===== config.mk =====
export PLATFORM = sky130hd
export DESIGN_NAME = systolic_matmul_engine
export DESIGN_NICKNAME = d
export VERILOG_FILES = /design/src/rtl/systolic_matmul_engine.sv
export SDC_FILE = /design/constraint.sdc
export NUM_CORES = 1
export LEC_CHECK = 0
export BUFFER_PORTS_ARGS = -buffer_cell sky130_fd_sc_hd__clkbuf_2
export CORE_ASPECT_RATIO = 0.75
export CORE_MARGIN = 2
export CORE_UTILIZATION = 35
export DETAILED_ROUTE_END_ITERATION = 8
export PLACE_DENSITY = 0.57
export SLEW_MARGIN = 20
export SYNTH_ARGS = -nofsm -noshare
export SYNTH_HDL_FRONTEND = slang
export SYNTH_SLANG_ARGS = --single-unit

===== constraint.sdc =====
create_clock -name clk -period 6.4 [get_ports clk]
set_input_delay 0 -clock clk [delete_from_list [all_inputs] [get_ports clk]]
set_output_delay 0 -clock clk [all_outputs]
set_load 0.05 [all_outputs]

===== src/rtl/systolic_matmul_engine.sv =====
// N x N output-stationary systolic matrix multiplier with valid/ready streaming.
// Define MATMUL_SATURATE_EN for saturating accumulation with a sticky ovf flag.
module systolic_matmul_engine #(
  parameter int N      = 2,
  parameter int DATA_W = 8,
  parameter int ACC_W  = 32
) (
  input  logic                   clk,
  input  logic                   reset,
  input  logic                   in_valid,
  output logic                   in_ready,
  input  logic                   in_last,
  input  logic [N*DATA_W-1:0]    in_a,
  input  logic [N*DATA_W-1:0]    in_b,
  output logic                   out_valid,
  input  logic                   out_ready,
  output logic [N*N*ACC_W-1:0]   result,
  output logic                   ovf
);

  localparam int MUL_W = 2 * DATA_W;
  localparam int CNT_W = $clog2(2 * N);
  localparam logic [CNT_W-1:0] CNT_LAST = CNT_W'(2 * N - 1);

  typedef enum logic [1:0] {IDLE, LOAD, DRAIN, DONE} state_t;

  state_t             state, state_nx;
  logic [CNT_W-1:0]   cnt;
  logic               accept, clr, latch;

  // Skew delay lines: row i of A is tapped at depth i, column j of B at depth j.
  logic [N-1:0][N-1:0][DATA_W-1:0] a_sk, b_sk;
  logic [N-1:0][N-1:0][DATA_W-1:0] pe_a, pe_b, a_in, b_in;
  logic [N-1:0][N-1:0][ACC_W-1:0]  acc, prod, acc_nx, result_q;

`ifdef MATMUL_SATURATE_EN
  localparam logic [ACC_W-1:0] ACC_MAX = {1'b0, {(ACC_W-1){1'b1}}};
  localparam logic [ACC_W-1:0] ACC_MIN = {1'b1, {(ACC_W-1){1'b0}}};
  logic [N-1:0][N-1:0][ACC_W:0] sum;
  logic [N-1:0][N-1:0]          clamp, pe_ovf;
  logic                         ovf_q;
`endif

  assign accept    = in_valid & in_ready;
  assign in_ready  = !reset && (state == IDLE || state == LOAD);
  assign out_valid = (state == DONE);
  assign result    = result_q;

  always_comb begin
    // NOTE: every combinational output gets a default first so no path infers a latch.
    state_nx = state;
    clr      = 1'b0;
    latch    = 1'b0;
    case (state)
      IDLE:  if (accept) begin
               clr      = 1'b1;
               state_nx = in_last ? DRAIN : LOAD;
             end
      LOAD:  if (accept && in_last) state_nx = DRAIN;
      DRAIN: if (cnt == CNT_LAST) begin
               latch    = 1'b1;
               state_nx = DONE;
             end
      DONE:  if (out_ready) state_nx = IDLE;
      default: state_nx = IDLE;
    endcase
  end

  always_ff @(posedge clk) begin
    // NOTE: sequential state always uses non-blocking assignments.
    if (reset) begin
      state <= IDLE;
      cnt   <= '0;
    end else begin
      state <= state_nx;
      cnt   <= (state == DRAIN) ? cnt + 1'b1 : '0;
    end
  end

  // Operand routing and per-PE multiply-accumulate.
  always_comb begin
    a_in   = '0;
    b_in   = '0;
    prod   = '0;
    acc_nx = '0;
`ifdef MATMUL_SATURATE_EN
    sum    = '0;
    clamp  = '0;
`endif
    for (int i = 0; i < N; i++) begin
      a_in[i][0] = a_sk[i][i];
      b_in[0][i] = b_sk[i][i];
      for (int j = 1; j < N; j++) begin
        a_in[i][j] = pe_a[i][j-1];
        b_in[j][i] = pe_b[j-1][i];
      end
    end
    for (int i = 0; i < N; i++) begin
      for (int j = 0; j < N; j++) begin
        prod[i][j] = ACC_W'(MUL_W'($signed(a_in[i][j])) * MUL_W'($signed(b_in[i][j])));
`ifdef MATMUL_SATURATE_EN
        sum[i][j]   = {acc[i][j][ACC_W-1], acc[i][j]} + {prod[i][j][ACC_W-1], prod[i][j]};
        clamp[i][j] = sum[i][j][ACC_W] != sum[i][j][ACC_W-1];
        if (!clamp[i][j])          acc_nx[i][j] = sum[i][j][ACC_W-1:0];
        else if (sum[i][j][ACC_W]) acc_nx[i][j] = ACC_MIN;
        else                       acc_nx[i][j] = ACC_MAX;
`else
        acc_nx[i][j] = acc[i][j] + prod[i][j];
`endif
      end
    end
  end

  always_ff @(posedge clk) begin
    // NOTE: skew lines and accumulators are flops, not RAM, so they reset cleanly with the rest.
    if (reset) begin
      a_sk     <= '0;
      b_sk     <= '0;
      pe_a     <= '0;
      pe_b     <= '0;
      acc      <= '0;
      result_q <= '0;
`ifdef MATMUL_SATURATE_EN
      pe_ovf   <= '0;
      ovf_q    <= 1'b0;
`endif
    end else begin
      // Unaccepted cycles inject zero operands so bubbles contribute nothing.
      for (int i = 0; i < N; i++) begin
        a_sk[i][0] <= accept ? in_a[i*DATA_W +: DATA_W] : '0;
        b_sk[i][0] <= accept ? in_b[i*DATA_W +: DATA_W] : '0;
        for (int d = 1; d < N; d++) begin
          a_sk[i][d] <= a_sk[i][d-1];
          b_sk[i][d] <= b_sk[i][d-1];
        end
      end
      pe_a <= a_in;
      pe_b <= b_in;
      acc  <= clr ? '0 : acc_nx;
      if (latch) result_q <= acc;
`ifdef MATMUL_SATURATE_EN
      pe_ovf <= clr ? '0 : (pe_ovf | clamp);
      if (clr)        ovf_q <= 1'b0;
      else if (latch) ovf_q <= |pe_ovf;
`endif
    end
  end

`ifdef MATMUL_SATURATE_EN
  assign ovf = ovf_q;
`else
  assign ovf = 1'b0;
`endif

endmodule


-- Word level (Yosys, flattened, before mapping)
Index checks and enable logic that the tools add are counted.
W data, S select, Z words.
- bits in registers: 340
- word-level logic and storage cells: 59
- add/subtract/negate cells: 5
- multipliers: 4
- eq/ne operators: 8
- mux-type cells: 10
- bitwise logic cells: 3
- reductions and logical operators: 9
- operator list (kind ; count):
    $add A32 B32 Y32 ; 4
    $mul A8 B8 Y16 ; 4
    $mux W2 ; 5
    $pmux W2 S4 ; 1
    $eq A2 B2 Y1 const B ; 3
    $reduce_or A2 Y1 ; 3
    $mux W1 ; 4
    $ne A2 B1 Y1 const B ; 2
    $ne A2 B2 Y1 const B ; 2
    $reduce_and A4 Y1 ; 1
    $add A2 B1 Y2 const B ; 1
    $eq A2 B1 Y1 const B ; 1
    $logic_and A1 B1 Y1 ; 2
    $logic_not A2 Y1 ; 1
    $not A1 Y1 ; 2
    $and A1 B1 Y1 ; 1
    $logic_not A1 Y1 ; 1
    $logic_or A1 B1 Y1 ; 1

-- Depth between registers and ports, before layout
- depth in word-level cells: 7
- mapped depth: 29

-- Worst setup path before layout
No wires, ideal clock.
- path kind: reg-to-reg
- start: register pe_b, in the netlist b_in[26]
- end: register acc[126] (netlist bit)
- library setup time: 128 ps
- data arrival time: 6726 ps
- path slack: -453 ps
- cell stages (with the launch flop): 27
- buffers on the path: 0
- cells stage by stage: dfxtp_1 -> and2_1 -> fa_1 -> inv_1 -> fa_1 -> inv_1 -> fa_1 -> inv_1 -> fa_1 -> inv_1 -> ha_1 -> o21ai_0 -> nor2_1 -> o41ai_1 -> o21ai_0 -> o41a_1 -> xnor2_1 -> ha_1 -> and2_1 -> a221oi_1 -> and2_1 -> a32oi_1 -> nand3_1 -> a31oi_1 -> a221o_1 -> xnor2_1 -> nor2_1
- word-level cells in the longest chain between the ends: 2
- ends and longest elaborated chain (element ; line ; text):
    start, declared ; 33 ; logic [N-1:0][N-1:0][DATA_W-1:0] pe_a, pe_b, a_in, b_in;
    start signal, assigned ; 138 ; pe_b <= b_in;
    $mul A8 B8 Y16 ; 100 ; prod[i][j] = ACC_W'(MUL_W'($signed(a_in[i][j])) * MUL_W'($signed(b_in[i][j])));
    $add A32 B32 Y32 ; 108 ; acc_nx[i][j] = acc[i][j] + prod[i][j];
    end signal, assigned ; 139 ; acc <= clr ? '0 : acc_nx;
    end, declared ; 34 ; logic [N-1:0][N-1:0][ACC_W-1:0] acc, prod, acc_nx, result_q;
No other way between the ends.
A chain may end at the register's enable or synchronous reset.

-- Worst setup path after layout
- start: register pe_a, in the netlist a_in[11]
- end: register acc[62] (netlist bit)
- word-level cells in the longest chain between the ends: 2
- ends and longest elaborated chain (element ; line ; text):
    start, declared ; 33 ;
    start signal, assigned ; 137 ; pe_a <= a_in;
    $mul A8 B8 Y16 ; 100 ;
    $add A32 B32 Y32 ; 108 ;
No other way between the ends.

==> impl_metrics.toml <==
[global_route]
grt_max_degree = 106
antenna_found_initial = 0
grt_pass1_vias = 20170
track_usage_pct = 16.60
overflow = 0
grt_first_pass_wirelength_mm = 102.7

[hold_path]
min_to = "acc[72]$_SDFF_PP0_"
hp-start = "in_valid"
worstHoldPathCells = 5
hp-class = "primary input to register"

[detailed_routing]
drt_iter0_drc = 927
postRouteWirelength_mm = 63.59
dr.pass1.iters = 5
post-route-drc-count = 0
wl_per_cell_um = 14.53
ant_nets = 0
avgViaCountPerCell = 4.720
num_vias = 20660

[setup_path]
critical_path_required_ns = 6.83
r2r-start = "a_in[11]$_SDFF_PP0_"
r2r_slack_ns = 0.19
crit_arrival_ns = 6.64
cp-end-kind = "register"
r2r_cells = 27
regToRegEndpoint = "acc[62]$_SDFF_PP0_"
cp-start-kind = "register"
criticalPathCategory = "register to register"
crit_fanout = 5

[clocking]
clk_latency_ns = 0.58
cts_buffers = 41
cts_tree = "done"
cts_root_buf = "clkbuf_16"
clockBufferDepth = 3
clock_sinks = 340
h-tree-depth = 2
clk_pin_slew_worst_paths_ns = 0.07

[synthesis]
synthTopCellsByArea = "dfxtp_1 26%, fa_1 17%, ha_1 12%"
synth-main-ff-cell = "dfxtp_1"
synth-edff-count = 0
synth_area_leader_cell = "dfxtp_1"
synth_most_common_cell = "nand2_1"
synth_cell_types = 66
synthesis.nets = 3465
avgSynthCellArea_um2 = 8.727
synth_top_cell_area_share_pct = 26.43
synthArstFlopShare_pct = 0
yosys-top-cells-count = "378 x nand2_1, 368 x inv_1, 340 x dfxtp_1"
ys_warn_count = 0
synthCells = 2951
yosysSeqAreaShare_pct = 26.43
synth-seq-cells = 340
syn-cell-area_um2 = 25750

[place]
place.gp.congestion = 0.8643
port_buffers = 166
dp_hpwl_mm = 48.34
placed_cell_area_um2 = 29100
dp_cells = 4207

[timing]
tightest_slew_ns = 1.007
finalHoldViolCount = 0
max_freq_mhz = 160.9
slew_violations = 0
tns_ns = 0
finalCriticalPeriod_ns = 6.215
skew_ns = 0.01942
grt_setup_unrepaired = "yes"
period_share_pct = 97.11
holdWs_ns = 0.3157
slew_headroom_pct = 32.85
finalSetupViolCount = 0

[floorplanning]
start_util_pct = 35.19
top_level_ports = 168
die_area_um2 = 75790
die_height_um = 238.9
core_um2 = 73170
fp.dieW_um = 317.2
num_rows = 86

[finish]
multiInputGateArea_um2 = 18130
drive_above_1_share_pct = 18.90
register_area_um2 = 6855
n_fill_cell = 7199
syn_to_final_growth_pct = 25.79
fin_nets = 3888
fin_cells = 4376
design_area_um2 = 32390

[status]
status = "completed"

[power_and_ir_drop]
power.internal_mw = 4.605
swShare_pct = 30.53
power_density_nw_per_um2 = 204.6
clkPwrFrac_pct = 39.6
power_leakage_nw = 15.46
power_mw = 6.629
seqPwrFrac_pct = 35.7
peakVddDrop_uv = 154.9
share_comb_of_total_power_pct = 24.7
switchingPower_mw = 2.024

[run]
cap_violations = 0
## cell families after synthesis
family	synth area share [%]
multiplexers	0.2915
buffers and inverters	6.501
AO/OA/AOI/OAI	12.81
flip-flops	26.43
AND/OR/NAND/NOR	18.56
XOR/XNOR	5.680
other	0.01456
adder cells (fa/ha/maj)	29.71
## worst max-delay path, stage by stage, from the launching register on
cell and delay (ns):
dfxtp_4 0.34, and2_4 0.15, fa_1 0.55, inv_2 0.04
fa_1 0.48, inv_2 0.04, fa_1 0.54, inv_1 0.05
fa_1 0.48, inv_2 0.04, ha_4 0.22, o21ai_2 0.05
o21bai_1 0.10, or3_4 0.41, a311oi_2 0.31, nor3_2 0.08
xnor2_2 0.14, buf_6 0.14, ha_4 0.25, a21o_1 0.15
a21o_1 0.18, a221oi_2 0.27, nand3_1 0.16, o2111ai_2 0.27
a21oi_2 0.11, a311oi_2 0.27, xor2_1 0.17, nor2_1 0.05
## registers in the layout, indices dropped and copies added (netlist names)
| name | flops |
|---|---|
| a_sk | 8 |
| a_in | 32 |
| acc | 128 |
| state | 2 |
| b_in | 32 |
| cnt | 2 |
| b_sk | 8 |
| result | 128 |
## cells in the final DEF (no fill, tap or decap), types with 14 or more instances in the layout
cell / count
a211oi_1: 22
a21o_1: 68
a21oi_1: 225
a21oi_2: 24
and2_1: 190
and3_1: 45
buf_4: 203
buf_6: 16
clkbuf_16: 43
clkbuf_2: 165
dfxtp_1: 313
dfxtp_2: 21
dlygate4sd3_1: 69
fa_1: 219
ha_1: 228
ha_4: 21
inv_1: 361
nand2_1: 371
nand2b_1: 21
nand3_1: 22
nor2_1: 145
nor2b_1: 82
nor3_1: 27
o21ai_0: 46
o21ai_1: 14
o21bai_1: 21
xnor2_1: 111
xor2_1: 51
## cell type report
class	instances	area share, %
flip-flops and latches	340	21.16
clock buffers	51	3.538
well taps	968	3.739
multi-input cells	2166	55.96
repair buffers	457	10.17
clock inverters	25	1.151
inverters	368	4.264
diodes	1	0.007725
## metal layers
| metal | part of all wire [%] | GRT usage [%] | wire length (um) |
|---|---|---|---|
| met5 | 0 | 0 | 0 |
| met4 | 1.5 | 3.614 | 963 |
| met3 | 3.7 | 2.385 | 2342 |
| met2 | 45 | 26.27 | 28610 |
| met1 | 50 | 23.90 | 31680 |
## metrics by stage
step	worst slack, ns	util [%]
global placement	-0.2232	39.78
floorplan	0.004448	-
CTS	-0.02302	43.10
finish	0.1850	44.27
detailed placement	-0.3512	39.78
global route	-0.09597	44.27
## power by group through the flow
stage | Sequential (mW) | Clock [mW] | Combinational (mW)
floorplan | 2.37 | 0 | 0.989
global placement | 2.41 | 0 | 1.43
detailed placement | 2.41 | 0 | 1.44
CTS | 2.36 | 2.71 | 1.52
global route | 2.38 | 2.78 | 1.83
finish | 2.37 | 2.63 | 1.63
## how the worst max path moves through the flow
stage	start	endpoint	slack, ns	depth (start not counted)
4_1_cts	a_in[30]$_SDFF_PP0_	acc[126]$_SDFF_PP0_	-0.02	29
6_report	a_in[11]$_SDFF_PP0_	acc[62]$_SDFF_PP0_	0.19	27
5_1_grt	b_in[24]$_SDFF_PP0_	acc[126]$_SDFF_PP0_	-0.1	30
3_3_place_gp	b_in[30]$_SDFF_PP0_	acc[125]$_SDFF_PP0_	-0.22	26
3_5_place_dp	b_in[31]$_SDFF_PP0_	acc[125]$_SDFF_PP0_	-0.35	26
2_1_floorplan	a_in[13]$_SDFF_PP0_	acc[62]$_SDFF_PP0_	0.004	26
## what timing repair did
action,in CTS,in global routing
hold buffers,69,0
hold endpoints to repair,53,0
resized for setup,36,177
endpoints found under the setup margin,18,52
setup buffers,4,20
pin swaps,16,85
(Power assumes the default switching activity.)
